--- src/rtl/led_frame_sequencer_pkg.sv ---
// Shared definitions for the LED frame sequencer and its neighbours.
//   state_t      : sequencer FSM state encoding
//   DEF_ADDR_W   : default pixel buffer address width (shared with the serializer)
//   DEF_PIX_W    : default pixel width, GRB 8:8:8
//   DEF_LATCH_W  : default latch-gap counter width
package led_pkg;

    localparam int DEF_ADDR_W  = 8;
    localparam int DEF_PIX_W   = 24;
    localparam int DEF_LATCH_W = 16;

    typedef enum logic [2:0] {
        IDLE    = 3'd0,
        FETCH   = 3'd1,
        WAIT    = 3'd2,
        PRESENT = 3'd3,
        DRAIN   = 3'd4,
        LATCH   = 3'd5
    } state_t;

endpackage

--- src/rtl/led_frame_sequencer_if.sv ---
// Pixel buffer read port plus the pixel handshake towards the bit serializer.
//   mem_rd / mem_addr  : one-cycle read strobe and address into the pixel buffer
//   mem_rdata          : read data, valid the cycle after mem_rd
//   px_valid / px_data : pixel offered to the serializer
//   px_ready           : serializer accepts px_data on px_valid && px_ready
//   ser_idle           : serializer has shifted out every accepted bit
// master = sequencer side, slave = buffer/serializer side.
interface led_frame_sequencer_if
    import led_pkg::*;
#(
    parameter int ADDR_W = DEF_ADDR_W,
    parameter int PIX_W  = DEF_PIX_W
);
    logic              mem_rd;
    logic [ADDR_W-1:0] mem_addr;
    logic [PIX_W-1:0]  mem_rdata;
    logic              px_valid;
    logic [PIX_W-1:0]  px_data;
    logic              px_ready;
    logic              ser_idle;

    modport master (
        output mem_rd, mem_addr, px_valid, px_data,
        input  mem_rdata, px_ready, ser_idle
    );

    modport slave (
        input  mem_rd, mem_addr, px_valid, px_data,
        output mem_rdata, px_ready, ser_idle
    );
endinterface

--- src/rtl/led_frame_sequencer_latch_timer.sv ---
// Loadable down-counter timing the latch/reset gap after a frame.
//   clk, rst_n : clock, synchronous active-low reset
//   load       : load load_val (0 is treated as 1)
//   load_val   : gap length in cycles
//   tc         : registered, high for the last cycle of the gap
//   tc_next    : tc will be high in the next cycle (lets the caller register
//                outputs that must line up with tc)
module led_latch_timer #(
    parameter int LATCH_W = 16
) (
    input  logic               clk,
    input  logic               rst_n,
    input  logic               load,
    input  logic [LATCH_W-1:0] load_val,
    output logic               tc,
    output logic               tc_next
);
    logic [LATCH_W-1:0] cnt;

    assign tc_next = load ? (load_val <= LATCH_W'(1)) : (cnt == LATCH_W'(2));

    // NOTE: sequential state uses <= so every register samples pre-edge values.
    always_ff @(posedge clk) begin
        if (!rst_n) begin
            cnt <= '0;
            tc  <= 1'b0;
        end else if (load) begin
            cnt <= (load_val <= LATCH_W'(1)) ? LATCH_W'(1) : load_val;
            tc  <= tc_next;
        end else if (cnt > LATCH_W'(1)) begin
            cnt <= cnt - LATCH_W'(1);
            tc  <= tc_next;
        end else begin
            // Gap finished (or never started): park at zero until the next load.
            cnt <= '0;
            tc  <= 1'b0;
        end
    end
endmodule

--- src/rtl/led_frame_sequencer.sv ---
// Fetches cfg_num_leds pixels from the pixel buffer, hands them in order to the
// LED bit serializer, waits for the serializer to drain, times the latch gap and
// pulses frame_done. Optionally restarts automatically (cfg_continuous).
//   clk, rst_n        : clock, synchronous active-low reset
//   cfg_enable        : block enable; dropping it aborts the frame gracefully
//   cfg_continuous    : restart a new frame after each latch gap
//   cfg_num_leds      : pixels per frame (latched at accept)
//   cfg_latch_cycles  : latch-gap length in cycles (latched at accept, 0 acts as 1)
//   start             : one-cycle frame start pulse
//   busy              : frame accepted and not yet finished
//   frame_done        : one-cycle pulse in the last latch-gap cycle
//   bus               : pixel buffer read port and serializer handshake (master)
module led_frame_sequencer
    import led_pkg::*;
#(
    parameter int ADDR_W  = DEF_ADDR_W,
    parameter int PIX_W   = DEF_PIX_W,
    parameter int LATCH_W = DEF_LATCH_W
) (
    input  logic                  clk,
    input  logic                  rst_n,
    input  logic                  cfg_enable,
    input  logic                  cfg_continuous,
    input  logic [ADDR_W-1:0]     cfg_num_leds,
    input  logic [LATCH_W-1:0]    cfg_latch_cycles,
    input  logic                  start,
    output logic                  busy,
    output logic                  frame_done,
    led_frame_sequencer_if.master bus
);
    state_t             state;
    logic [ADDR_W-1:0]  idx;
    logic [ADDR_W-1:0]  num_leds_q;
    logic [LATCH_W-1:0] latch_q;
    logic [ADDR_W-1:0]  mem_addr_q;
    logic [PIX_W-1:0]   px_data_q;
    logic               mem_rd_q;
    logic               px_valid_q;
    logic               busy_q;
    logic               frame_done_q;
    logic               abort_q;
    logic               restart_q;

    // One extra bit so idx+1 compares against num_leds without wrapping.
    logic [ADDR_W:0]    idx_inc;
    logic               abort_now;
    logic               cont;
    logic               latch_load;
    logic               tmr_tc;
    logic               tmr_tc_next;

    assign idx_inc    = {1'b0, idx} + (ADDR_W + 1)'(1);
    assign abort_now  = abort_q || !cfg_enable;
    assign cont       = cfg_continuous && !abort_now;
    assign latch_load = (state == DRAIN) && bus.ser_idle;

    // Strobes are gated by rst_n so they drop in the very cycle reset is applied.
    assign bus.mem_rd   = mem_rd_q & rst_n;
    assign bus.px_valid = px_valid_q & rst_n;
    assign bus.mem_addr = mem_addr_q;
    assign bus.px_data  = px_data_q;
    assign busy         = busy_q;
    assign frame_done   = frame_done_q;

    led_latch_timer #(.LATCH_W(LATCH_W)) u_latch_timer (
        .clk      (clk),
        .rst_n    (rst_n),
        .load     (latch_load),
        .load_val (latch_q),
        .tc       (tmr_tc),
        .tc_next  (tmr_tc_next)
    );

    always_ff @(posedge clk) begin
        if (!rst_n) begin
            state        <= IDLE;
            idx          <= '0;
            num_leds_q   <= '0;
            latch_q      <= '0;
            mem_addr_q   <= '0;
            // NOTE: the pixel register is datapath, but it is cleared anyway so a
            // reset leaves every output at a known zero.
            px_data_q    <= '0;
            mem_rd_q     <= 1'b0;
            px_valid_q   <= 1'b0;
            busy_q       <= 1'b0;
            frame_done_q <= 1'b0;
            abort_q      <= 1'b0;
            restart_q    <= 1'b0;
        end else begin
            frame_done_q <= 1'b0;
            if (busy_q && !cfg_enable) abort_q <= 1'b1;

            unique case (state)
                IDLE: begin
                    if (start && cfg_enable && (cfg_num_leds != '0)) begin
                        num_leds_q <= cfg_num_leds;
                        latch_q    <= cfg_latch_cycles;
                        idx        <= '0;
                        mem_addr_q <= '0;
                        mem_rd_q   <= 1'b1;
                        busy_q     <= 1'b1;
                        abort_q    <= 1'b0;
                        state      <= FETCH;
                    end
                end
                FETCH: begin
                    // The read is already on the bus; it always completes.
                    mem_rd_q <= 1'b0;
                    state    <= WAIT;
                end
                WAIT: begin
                    if (abort_now) begin
                        state <= DRAIN;
                    end else begin
                        px_data_q  <= bus.mem_rdata;
                        px_valid_q <= 1'b1;
                        state      <= PRESENT;
                    end
                end
                PRESENT: begin
                    if (bus.px_ready) begin
                        px_valid_q <= 1'b0;
                        idx        <= idx_inc[ADDR_W-1:0];
                        if (!abort_now && (idx_inc < {1'b0, num_leds_q})) begin
                            mem_addr_q <= idx_inc[ADDR_W-1:0];
                            mem_rd_q   <= 1'b1;
                            state      <= FETCH;
                        end else begin
                            state <= DRAIN;
                        end
                    end
                end
                DRAIN: begin
                    if (bus.ser_idle) begin
                        state <= LATCH;
                        // A one-cycle gap ends in the very next cycle.
                        if (tmr_tc_next) begin
                            frame_done_q <= 1'b1;
                            busy_q       <= cont;
                            restart_q    <= cont;
                        end
                    end
                end
                LATCH: begin
                    if (tmr_tc) begin
                        if (restart_q) begin
                            idx        <= '0;
                            mem_addr_q <= '0;
                            mem_rd_q   <= 1'b1;
                            state      <= FETCH;
                        end else begin
                            state <= IDLE;
                        end
                    end else if (tmr_tc_next) begin
                        // frame_done and busy are registered one edge early so
                        // they line up with the last gap cycle.
                        frame_done_q <= 1'b1;
                        busy_q       <= cont;
                        restart_q    <= cont;
                    end
                end
                default: state <= IDLE;
            endcase
        end
    end
endmodule
--- src/flat_wrapper.sv ---
// flat-port wrapper written by rule: the top's interface ports become plain ports
module led_frame_sequencer_flat import led_pkg::*;
#(
    parameter int ADDR_W  = DEF_ADDR_W,
    parameter int PIX_W   = DEF_PIX_W,
    parameter int LATCH_W = DEF_LATCH_W
)
  (clk, rst_n, cfg_enable, cfg_continuous, cfg_num_leds, cfg_latch_cycles, start, busy, frame_done, bus_mem_rd, bus_mem_addr, bus_px_valid, bus_px_data, bus_mem_rdata, bus_px_ready, bus_ser_idle);
  led_frame_sequencer_if #(.ADDR_W(ADDR_W), .PIX_W(PIX_W)) bus_i ();
  input  logic clk;
  input  logic rst_n;
  input  logic cfg_enable;
  input  logic cfg_continuous;
  input  logic [ADDR_W-1:0] cfg_num_leds;
  input  logic [LATCH_W-1:0] cfg_latch_cycles;
  input  logic start;
  output logic busy;
  output logic frame_done;
  output wire logic [$bits(bus_i.mem_rd)-1:0] bus_mem_rd;
  output wire logic [$bits(bus_i.mem_addr)-1:0] bus_mem_addr;
  output wire logic [$bits(bus_i.px_valid)-1:0] bus_px_valid;
  output wire logic [$bits(bus_i.px_data)-1:0] bus_px_data;
  input wire logic [$bits(bus_i.mem_rdata)-1:0] bus_mem_rdata;
  input wire logic [$bits(bus_i.px_ready)-1:0] bus_px_ready;
  input wire logic [$bits(bus_i.ser_idle)-1:0] bus_ser_idle;
  assign bus_mem_rd = bus_i.mem_rd;
  assign bus_mem_addr = bus_i.mem_addr;
  assign bus_px_valid = bus_i.px_valid;
  assign bus_px_data = bus_i.px_data;
  assign bus_i.mem_rdata = bus_mem_rdata;
  assign bus_i.px_ready = bus_px_ready;
  assign bus_i.ser_idle = bus_ser_idle;
  led_frame_sequencer #(.ADDR_W(ADDR_W), .PIX_W(PIX_W), .LATCH_W(LATCH_W)) u_core (.clk(clk), .rst_n(rst_n), .cfg_enable(cfg_enable), .cfg_continuous(cfg_continuous), .cfg_num_leds(cfg_num_leds), .cfg_latch_cycles(cfg_latch_cycles), .start(start), .busy(busy), .frame_done(frame_done), .bus(bus_i));
endmodule
--- config.mk ---
export PLATFORM = sky130hd
export DESIGN_NAME = led_frame_sequencer_flat
export DESIGN_NICKNAME = d
export VERILOG_FILES = /design/src/rtl/led_frame_sequencer_pkg.sv /design/src/rtl/led_frame_sequencer_if.sv /design/src/rtl/led_frame_sequencer_latch_timer.sv /design/src/rtl/led_frame_sequencer.sv /design/src/flat_wrapper.sv
export SDC_FILE = /design/constraint.sdc
export NUM_CORES = 1
export LEC_CHECK = 0
export BUFFER_PORTS_ARGS = -buffer_cell sky130_fd_sc_hd__buf_2
export CORE_MARGIN = 4
export CORE_UTILIZATION = 30
export DETAILED_ROUTE_END_ITERATION = 16
export GPL_TIMING_DRIVEN = 0
export PLACE_DENSITY = 0.6
export RECOVER_POWER = 100
export SYNTH_ARGS = -nofsm -noshare
export SYNTH_HDL_FRONTEND = slang
export SYNTH_SLANG_ARGS = --single-unit
--- constraint.sdc ---
create_clock -name clk -period 3.23 [get_ports clk]
set_input_delay 0.646 -clock clk [delete_from_list [all_inputs] [get_ports clk]]
set_output_delay 0.646 -clock clk [all_outputs]
set_load 0.1 [all_outputs]
==> flow_metrics.py <==
metrics = {
    "routing": {
        "routedWlPerCell_um": 14.7,
        "wirelength_mm": 11.5,
        "drcViolationCount": 0,
        "drtAntennaViolNets": 0,
        "vias": 3911,
        "firstDrtPassIters": 5,
        "drt-initial-drc-count": 221,
        "viasPerCell": 4.99,
    },
    "setup_path": {
        "reg2reg_slack_ns": 0.34,
        "path_max_fanout": 10,
        "worst-setup-path-type": "input pin to output pin",
        "startpoint_type": "input pin",
        "required_ns": 2.58,
        "worstReg2RegStart": "u_core.idx[0]$_SDFFE_PN0P_",
        "arrival_ns": 2.31,
        "crit_start": "rst_n",
        "reg2reg_depth": 9,
        "worstSetupEndpointType": "output pin",
        "critPathCapture": "bus_px_valid",
        "timing.rr.end": "u_core.bus.mem_addr[1]$_SDFFE_PN0P_",
    },
    "synth": {
        "synth-seq-cells": 90,
        "yosysSeqAreaShare_pct": 41.4,
        "synthFlopType": "dfxtp_1",
        "synth_edf_count": 0,
        "syn_area_mm2": 0.00435,
        "synthArstFlopShare_pct": 0,
        "synth.distinct_cells": 60,
        "syn-num-nets": 562,
        "ys_warn_count": 0,
        "synth_area_per_cell_um2": 8.77,
        "synth_cells": 496,
    },
    "layout": {
        "nets": 663,
        "num-fill-cells": 1447,
        "area_growth_pct": 21.8,
        "multi_input_area_mm2": 0.00235,
        "seqCellArea_mm2": 0.00180,
        "final_area_mm2": 0.00530,
        "fin_util_pct": 37.7,
        "instances_no_fill": 783,
        "drive_gt1_share_pct": 14.8,
    },
    "sta": {
        "fmax_mhz": 338,
        "slew_headroom_pct": 19.1,
        "hold_viol": 0,
        "rsz0062_at_grt": "no",
        "finalCritPeriodShare_pct": 91.5,
        "fin_crit_ns": 2.96,
        "worst_slew_pin_slew_ns": 1.22,
        "maxSlewViolCount": 0,
        "clock_skew_ns": 0.00612,
        "tns_ns": 0,
        "finalSetupViolCount": 0,
    },
    "worst_hold_path": {
        "hold_path.class": "flop to flop",
        "holdPathStages": 2,
    },
    "cts": {
        "cts_htree_levels": 3,
        "numCtsBuffers": 9,
        "cts_setup_buffers": 0,
        "clockBufferDepth": 2,
        "cts_tree": "done",
        "clk-insertion-delay-late_ns": 0.35,
        "cts.sinks": 90,
        "root_buffer": "clkbuf_16",
        "cts_resized": 0,
        "clk_pin_slew_ns": 0.06,
        "ctsHoldBuffers": 0,
    },
    "global_routing": {
        "grt_pass1_vias": 3895,
        "grt_max_degree": 16,
        "antenna_found_initial": 1,
        "grt_overflow": 0,
        "grt_first_pass_wirelength_mm": 19.0,
        "track_usage_pct": 14.4,
    },
    "floorplan": {
        "die_h_um": 128,
        "dieArea_mm2": 0.0165,
        "coreArea_mm2": 0.0140,
        "io-pin-count": 91,
        "die_w_um": 128,
        "rows": 43,
        "start_util_pct": 31.0,
    },
    "run_status": {
        "status": "finished, final reports clean",
    },
    "placed_design": {
        "placed_area_mm2": 0.00503,
        "dp_hpwl_mm": 8.85,
        "place_congestion": 0.919,
        "io_buffer_count": 90,
        "dp.cells": 766,
    },
    "power_and_ir_drop": {
        "power.density_mw_per_mm2": 766,
        "p_total_mw": 4.06,
        "ir_drop_mv": 0.333,
        "p_leak_nw": 1.95,
    },
    "flow_run": {
        "maxCapViolations": 0,
    },
}
layout make-up:
type,instances,area share (%)
diodes,1,0.0472
plain buffers,23,2.20
clock buffers,10,4.32
clock inverters,6,2.15
inverters,13,0.921
multi-input cells,370,44.4
flip-flops and latches,90,34.0
well taps,180,4.25
repair buffers,90,7.68
synth_stat cells (4+ instances only):
library cell	n	area (µm²)
a21boi_0	29	218
a21o_1	4	30.0
a21oi_1	14	70.1
a22oi_1	10	75.1
a31oi_1	12	75.1
and2_1	5	31.3
and3_1	4	25.0
clkbuf_1	16	60.1
clkbuf_8	4	55.1
dfxtp_1	90	1800
ha_1	11	138
inv_1	13	48.8
mux2i_1	18	180
nand2_1	77	289
nand2b_1	5	31.3
nand3_1	15	75.1
nor2_1	18	67.6
nor2b_1	38	238
nor3_1	15	75.1
nor3b_1	4	30.0
nor4_1	8	50.1
o21ai_0	15	75.1
o2bb2ai_1	6	52.6
xnor2_1	13	114
xor2_1	5	43.8
cells in the final DEF (no fill, tap or decap), types with 13 or more instances in the layout:
cell	Yosys	final
dfxtp_1	90	90
nand2_1	77	77
clkbuf_1	16	56
buf_2	3	54
nor2b_1	38	38
a21boi_0	29	29
nor2_1	18	18
mux2i_1	18	18
o21ai_0	15	16
nand3_1	15	15
nor3_1	15	15
a21oi_1	14	14
xnor2_1	13	13
inv_1	13	13
power breakdown:
part | internal (mW) | leakage, nW | switching (mW)
Clock | 0.759 | 0.159 | 0.448
Sequential | 1.27 | 0.731 | 0.136
Combinational | 0.538 | 1.06 | 0.904
how the worst min path moves through the flow:
stage | from | to | slack (ns)
floorplan | u_core.px_valid_q$_SDFFE_PN0P_ | u_core.px_valid_q$_SDFFE_PN0P_ | 0.44
global placement | u_core.bus.px_data[3]$_SDFFE_PN0P_ | u_core.bus.px_data[3]$_SDFFE_PN0P_ | 0.45
detailed placement | u_core.bus.px_data[17]$_SDFFE_PN0P_ | u_core.bus.px_data[17]$_SDFFE_PN0P_ | 0.46
CTS | u_core.bus.px_data[17]$_SDFFE_PN0P_ | u_core.bus.px_data[17]$_SDFFE_PN0P_ | 0.46
global route | u_core.bus.px_data[4]$_SDFFE_PN0P_ | u_core.bus.px_data[4]$_SDFFE_PN0P_ | 0.49
finish | u_core.bus.px_data[17]$_SDFFE_PN0P_ | u_core.bus.px_data[17]$_SDFFE_PN0P_ | 0.46
through the flow:
step / hold WS (ns) / setup slack [ns]
final: 0.461 / 0.273
after global routing: 0.486 / 0.0246
after CTS: 0.464 / 0.0486
after detailed placement: 0.455 / 0.0720
after global placement: 0.448 / 0.0923
after floorplan: 0.439 / 0.630
cell families after synthesis:
kind of cell / share of synthesized area, %
AO/OA/AOI/OAI: 18.1
XOR/XNOR: 3.62
multiplexers: 4.14
adder cells (fa/ha/maj): 3.16
buffers and inverters: 4.11
AND/OR/NAND/NOR: 25.4
flip-flops: 41.4
state kept, by name (all words and copies together) (netlist names):
signal                    flops
u_core.bus.px_data           24
u_core.latch_q               16
u_core.u_latch_timer.cnt     16
u_core.bus.mem_addr           8
u_core.idx                    8
u_core.num_leds_q             8
u_core.state                  3
u_core.abort_q                1
u_core.busy                   1
u_core.frame_done             1
u_core.mem_rd_q               1
u_core.px_valid_q             1
u_core.restart_q              1
u_core.u_latch_timer.tc       1
per-layer routing:
metal	vias up	routed length, µm	track usage (%)
met4	2	182	3.93
met1	1831	5230	18.3
met3	19	916	5.44
met2	109	5190	22.7
met5	-	20	0
li1	1950	-	-
critical path, cell delays in order:
cell,delay (ns)
buf_2,0.15
clkbuf_1,0.39
clkbuf_1,0.43
and2_1,0.22
clkbuf_2,0.46
(Power assumes the default switching activity.)
